--- config.mk ---
export PLATFORM = sky130hd
export DESIGN_NAME = pipe_skid_stage
export DESIGN_NICKNAME = d
export VERILOG_FILES = /design/src/rtl/pipe_skid_stage_pkg.sv /design/src/rtl/pipe_payload_reg.sv /design/src/rtl/pipe_skid_stage.sv
export SDC_FILE = /design/constraint.sdc
export NUM_CORES = 1
export LEC_CHECK = 0
export ABC_CLOCK_PERIOD_IN_PS = 1710
export CORE_ASPECT_RATIO = 0.8
export CORE_MARGIN = 2
export CORE_UTILIZATION = 49
export DETAILED_ROUTE_END_ITERATION = 7
export GPL_TIMING_DRIVEN = 1
export PLACE_DENSITY = 0.88
export RECOVER_POWER = 50
export SETUP_SLACK_MARGIN = 0.2
export SYNTH_ARGS = -nofsm -noshare
export SYNTH_HDL_FRONTEND = slang
export SYNTH_SLANG_ARGS = --single-unit
export TNS_END_PERCENT = 100
--- constraint.sdc ---
create_clock -name clock -period 1.71 [get_ports clock]
set_input_delay 0.342 -clock clock [delete_from_list [all_inputs] [get_ports clock]]
set_output_delay 0.342 -clock clock [all_outputs]
set_load 0.1 [all_outputs]
--- src/rtl/pipe_skid_stage_pkg.sv ---
// Shared definitions for the skid-buffered pipeline stage: state encoding and default widths.
package pipe_skid_stage_pkg;

    localparam int DEF_DATA_W = 32;
    localparam int DEF_CTRL_W = 2;

    typedef enum logic [1:0] {
        ST_EMPTY = 2'd0,
        ST_ONE   = 2'd1,
        ST_TWO   = 2'd2
    } skid_state_t;

    function automatic logic [1:0] state_occupancy(input skid_state_t st);
        case (st)
            ST_ONE:  return 2'd1;
            ST_TWO:  return 2'd2;
            default: return 2'd0;
        endcase
    endfunction

endpackage

--- src/rtl/pipe_payload_reg.sv ---
// Control+data payload register with load enable and a control-only clear.
// Latency: 1 cycle from load to q.
// Backpressure: none; the owner decides when to load. Clear wins over load and keeps data.
module pipe_payload_reg
    import pipe_skid_stage_pkg::*;
#(
    parameter int                CTRL_W    = DEF_CTRL_W,
    parameter int                DATA_W    = DEF_DATA_W,
    parameter logic [CTRL_W-1:0] CTRL_KEEP = '0
) (
    input  logic              clock,
    input  logic              reset,
    input  logic              load,
    input  logic              clear,
    input  logic [CTRL_W-1:0] ctrl_d,
    input  logic [DATA_W-1:0] data_d,
    output logic [CTRL_W-1:0] ctrl_q,
    output logic [DATA_W-1:0] data_q
);

    // Data is left untouched on clear so an exception handler can still inspect it.
    always_ff @(posedge clock or negedge reset) begin
        if (!reset) begin
            ctrl_q <= '0;
            data_q <= '0;
        end else if (clear) begin
            ctrl_q <= ctrl_q & CTRL_KEEP;
        end else if (load) begin
            ctrl_q <= ctrl_d;
            data_q <= data_d;
        end
    end

endmodule

--- src/rtl/pipe_skid_stage.sv ---
// Two-entry skid buffer pipeline stage (main + skid register) with flush.
// Latency: 1 cycle from upstream accept to out_* when empty.
// Backpressure: in_ready is registered (state != TWO), no combinational path from out_ready.
module pipe_skid_stage
    import pipe_skid_stage_pkg::*;
#(
    parameter int                DATA_W    = DEF_DATA_W,
    parameter int                CTRL_W    = DEF_CTRL_W,
    parameter logic [CTRL_W-1:0] CTRL_KEEP = '0
) (
    input  logic              clock,
    input  logic              reset,
    input  logic              flush,
    input  logic              in_valid,
    output logic              in_ready,
    input  logic [CTRL_W-1:0] in_ctrl,
    input  logic [DATA_W-1:0] in_data,
    output logic              out_valid,
    input  logic              out_ready,
    output logic [CTRL_W-1:0] out_ctrl,
    output logic [DATA_W-1:0] out_data,
    output logic [1:0]        occupancy
);

    skid_state_t       state_q;
    skid_state_t       state_d;
    logic              in_ready_q;

    logic              up_xfer;
    logic              dn_xfer;
    logic              main_load;
    logic              main_from_skid;
    logic              skid_load;

    logic [CTRL_W-1:0] main_ctrl_d;
    logic [DATA_W-1:0] main_data_d;
    logic [CTRL_W-1:0] main_ctrl;
    logic [CTRL_W-1:0] skid_ctrl;
    logic [DATA_W-1:0] skid_data;

    assign out_valid = (state_q != ST_EMPTY);
    assign in_ready  = in_ready_q;
    assign occupancy = state_occupancy(state_q);
    assign up_xfer   = in_valid & in_ready_q & ~flush;
    assign dn_xfer   = out_valid & out_ready;

    always_ff @(posedge clock or negedge reset) begin
        if (!reset) begin
            state_q    <= ST_EMPTY;
            in_ready_q <= 1'b0;
        end else begin
            state_q    <= state_d;
            in_ready_q <= (state_d != ST_TWO);
        end
    end

    // Flush overrides everything; a downstream pop in the same cycle is simply absorbed.
    always_comb begin
        state_d        = state_q;
        main_load      = 1'b0;
        main_from_skid = 1'b0;
        skid_load      = 1'b0;
        if (flush) begin
            state_d = ST_EMPTY;
        end else begin
            case (state_q)
                ST_EMPTY: begin
                    if (up_xfer) begin
                        state_d   = ST_ONE;
                        main_load = 1'b1;
                    end
                end
                ST_ONE: begin
                    if (up_xfer && dn_xfer) begin
                        main_load = 1'b1;
                    end else if (up_xfer) begin
                        state_d   = ST_TWO;
                        skid_load = 1'b1;
                    end else if (dn_xfer) begin
                        state_d = ST_EMPTY;
                    end
                end
                ST_TWO: begin
                    if (dn_xfer) begin
                        state_d        = ST_ONE;
                        main_load      = 1'b1;
                        main_from_skid = 1'b1;
                    end
                end
                default: begin
                    state_d = ST_EMPTY;
                end
            endcase
        end
    end

    assign main_ctrl_d = main_from_skid ? skid_ctrl : in_ctrl;
    assign main_data_d = main_from_skid ? skid_data : in_data;

    pipe_payload_reg #(
        .CTRL_W    (CTRL_W),
        .DATA_W    (DATA_W),
        .CTRL_KEEP (CTRL_KEEP)
    ) u_main (
        .clock  (clock),
        .reset  (reset),
        .load   (main_load),
        .clear  (flush),
        .ctrl_d (main_ctrl_d),
        .data_d (main_data_d),
        .ctrl_q (main_ctrl),
        .data_q (out_data)
    );

    pipe_payload_reg #(
        .CTRL_W    (CTRL_W),
        .DATA_W    (DATA_W),
        .CTRL_KEEP (CTRL_KEEP)
    ) u_skid (
        .clock  (clock),
        .reset  (reset),
        .load   (skid_load),
        .clear  (flush),
        .ctrl_d (in_ctrl),
        .data_d (in_data),
        .ctrl_q (skid_ctrl),
        .data_q (skid_data)
    );

    // Control is masked while the head is empty so a bubble never carries side effects.
    assign out_ctrl = out_valid ? main_ctrl : '0;

endmodule

==> flow_summary.yaml <==
sta:
  worst_pin_slew_ns: 0.966
  timing.hold.ws_ns: 0.244
  setup_viol: 1
  skew_ns: 0.00945
  post-route-period-util_pct: 101
  slew_headroom_pct: 35.6
  rsz0062_at_grt: "true"
  min_period_ns: 1.73
  max_freq_mhz: 579
  drv_slew: 0
  finalHoldViolations: 0
  fin_ws_ns: -0.0172
setup_path:
  r2r_start: "state_q[0]$_DFF_PN0_"
  path_max_fanout: 18
  ff2ff_path_depth: 5
  worstPathRequired_ns: 1.95
  critPathLaunch: "state_q[0]$_DFF_PN0_"
  r2r_slack_ns: -0.02
  worstReg2RegEnd: "u_main.data_q[27]$_DFFE_PN0P_"
  cp.arrival_ns: 1.96
  worstSetupEndpointType: "flip-flop"
  criticalPathCategory: "flip-flop to flip-flop"
  startpoint_type: "flip-flop"
power:
  ir_drop_mv: 0.793
  leakage_nw: 2.23
  total_power_mw: 6.65
  powerDensity_mw_per_mm2: 1310
final_layout:
  final_common_cell: "dfrtp_1"
  area_growth_pct: 57.3
  register_area_mm2: 0.00178
  multi_input_area_mm2: 0.00160
  fin_nets: 381
  fill_cells: 362
  antenna_cells: 0
  drive_gt1_share_pct: 50.4
  final_cell_mix: "68 x dfrtp_1, 36 x clkdlybuf4s50_1, 34 x mux2_4"
logic_synthesis:
  syn_area_mm2: 0.00322
  avgSynthCellArea_um2: 13.2
  synthesis.nets: 283
  synth_warnings: 0
  ys_types: 29
  ys_ff_latch: 71
  ys_seq_area_share_pct: 55.1
  syn_inst: 244
cts:
  cts.clk_slew.worst_paths_ns: 0.08
  tritoncts: "done"
  cts_buffers: 9
  clock_path_buffers: 2
  cts_sinks: 71
  h-tree-depth: 3
  root_buffer: "clkbuf_8"
  worstSkewPairLatency_ns: 0.35
die:
  core_area_mm2: 0.00638
  die_h_um: 76.6
  rows: 26
  die_width_um: 94.7
  initial_utilization_pct: 50.6
  io_pins: 77
  die_area_mm2: 0.00725
global_route:
  first_global_vias: 2513
  antenna_found_initial: 0
  grt_usage_pct: 24.0
  gr-total-overflow: 0
  grt_start_max_net_pins: 72
  grt_pass1_wl_um: 13100
detailed_routing:
  vias: 2409
  routedWlPerCell_um: 21.3
  firstDrtPassIters: 6
  drt-total-wl_um: 9160
  drc: 0
  drt-initial-drc-count: 130
  viasPerCell: 5.59
  detail-route-antenna-nets: 0
placed_design:
  dpl.hpwl_um: 5010
  place_congestion: 0.718
  port-buffer-count: 76
min_path:
  hp-class: "primary input to asynchronous set/reset pin"
status:
  violations: "setup timing"
  outcome: "finished with violations"
flow_run:
  max_cap_viol_count: 0
## sequential cells by signal (all words and copies together), names as in the netlist
| register | flops |
|---|---|
| u_skid.ctrl_q | 2 |
| u_main.data_q | 32 |
| in_ready | 1 |
| u_skid.data_q | 32 |
| state_q | 2 |
| u_main.ctrl_q | 2 |
## cells in the mapped netlist, drive strengths merged
| cell type | instances | area (um2) |
|---|---|---|
| dfrtp | 71 | 1780 |
| nor2 | 36 | 135 |
| mux2 | 34 | 495 |
| mux2i | 34 | 340 |
| a21oi | 32 | 160 |
| buf | 13 | 135 |
| nor2b | 3 | 21.3 |
| a211oi | 2 | 15.0 |
| a31oi | 2 | 27.5 |
| and2 | 2 | 12.5 |
| and2b | 2 | 17.5 |
| and3b | 2 | 17.5 |
| nand2 | 2 | 10.0 |
| clkbuf | 1 | 5.00 |
| inv | 1 | 3.75 |
| nand3 | 1 | 5.00 |
| nand3b | 1 | 7.51 |
| nand4b | 1 | 8.76 |
| nand4bb | 1 | 11.3 |
| o21ai | 1 | 5.00 |
| o21bai | 1 | 7.51 |
| or2 | 1 | 6.26 |
## final cells by class
cell class | instances | area share (%)
clock inverter | 5 | 1.60
inverter | 1 | 0.0740
timing repair buffer | 101 | 26.7
clock buffer | 11 | 2.79
sequential | 71 | 35.2
multi-input combinational | 158 | 31.6
tap | 84 | 2.07
## kinds of logic after synthesis
group,after synthesis,synth area share (%)
compound gates,38,6.67
buf+inv,15,4.46
flops,71,55.1
mux,68,25.9
simple gates,52,7.84
## metrics by stage
stage | setup TNS, ns | setup WS [ns] | instance area [um2] | instances | util [%]
3_3_place_gp | -7.24 | -0.138 | 4520 | 401 | 70.8
4_1_cts | 0 | 0.0359 | 4900 | 426 | 76.9
2_1_floorplan | -6.35 | -0.176 | 3250 | 244 | -
6_report | -0.0172 | -0.0172 | 5070 | 431 | 79.6
5_1_grt | -0.233 | -0.0557 | 5070 | 431 | 79.6
3_5_place_dp | -9.58 | -0.187 | 4520 | 401 | 70.8
## timing repair
| action | in CTS | in global routing |
|---|---|---|
| resized for setup | 11 | 66 |
| hold buffers | 0 | 0 |
| setup endpoints to repair | 73 | 73 |
| pin swaps | 3 | 9 |
| gates cloned | 3 | 4 |
| buffers inserted | 6 | 1 |
## critical path, cell delays in order (launching register included)
cell     delay [ns]
dfrtp_2        0.43
and2b_4        0.29
and3b_2        0.27
buf_12         0.22
mux2i_2        0.30
a21oi_2        0.09
## power by group
group	internal (mW)	leakage [nW]	switching [mW]	total, mW
combinational	1.05	1.29	1.65	2.70
clock	0.862	0.110	0.641	1.50
sequential	2.07	0.830	0.379	2.45
total	3.98	2.23	2.67	6.65
## per-layer routing
layer / up-vias / wire length, um / GRT usage, % / share of wire [%]
met4: 0 / 305 / 7.39 / 3.3
met5: - / 0 / 0 / 0
met2: 111 / 4840 / 41.7 / 53
met1: 1214 / 3450 / 28.5 / 38
met3: 30 / 562 / 6.92 / 6.1
li1: 1054 / - / - / -
## worst max-delay path by stage
stage | endpoint | slack [ns] | cells after the start
CTS | out_ctrl[0] | 0.04 | 3
global route | u_main.ctrl_q[0]$_DFFE_PN0P_ | -0.06 | 5
finish | u_main.data_q[27]$_DFFE_PN0P_ | -0.02 | 5
global placement | u_skid.data_q[17]$_DFFE_PN0P_ | -0.14 | 6
floorplan | u_skid.ctrl_q[0]$_DFFE_PN0P_ | -0.18 | 5
detailed placement | u_skid.data_q[30]$_DFFE_PN0P_ | -0.19 | 6
Power figures use the tool's default switching activity.
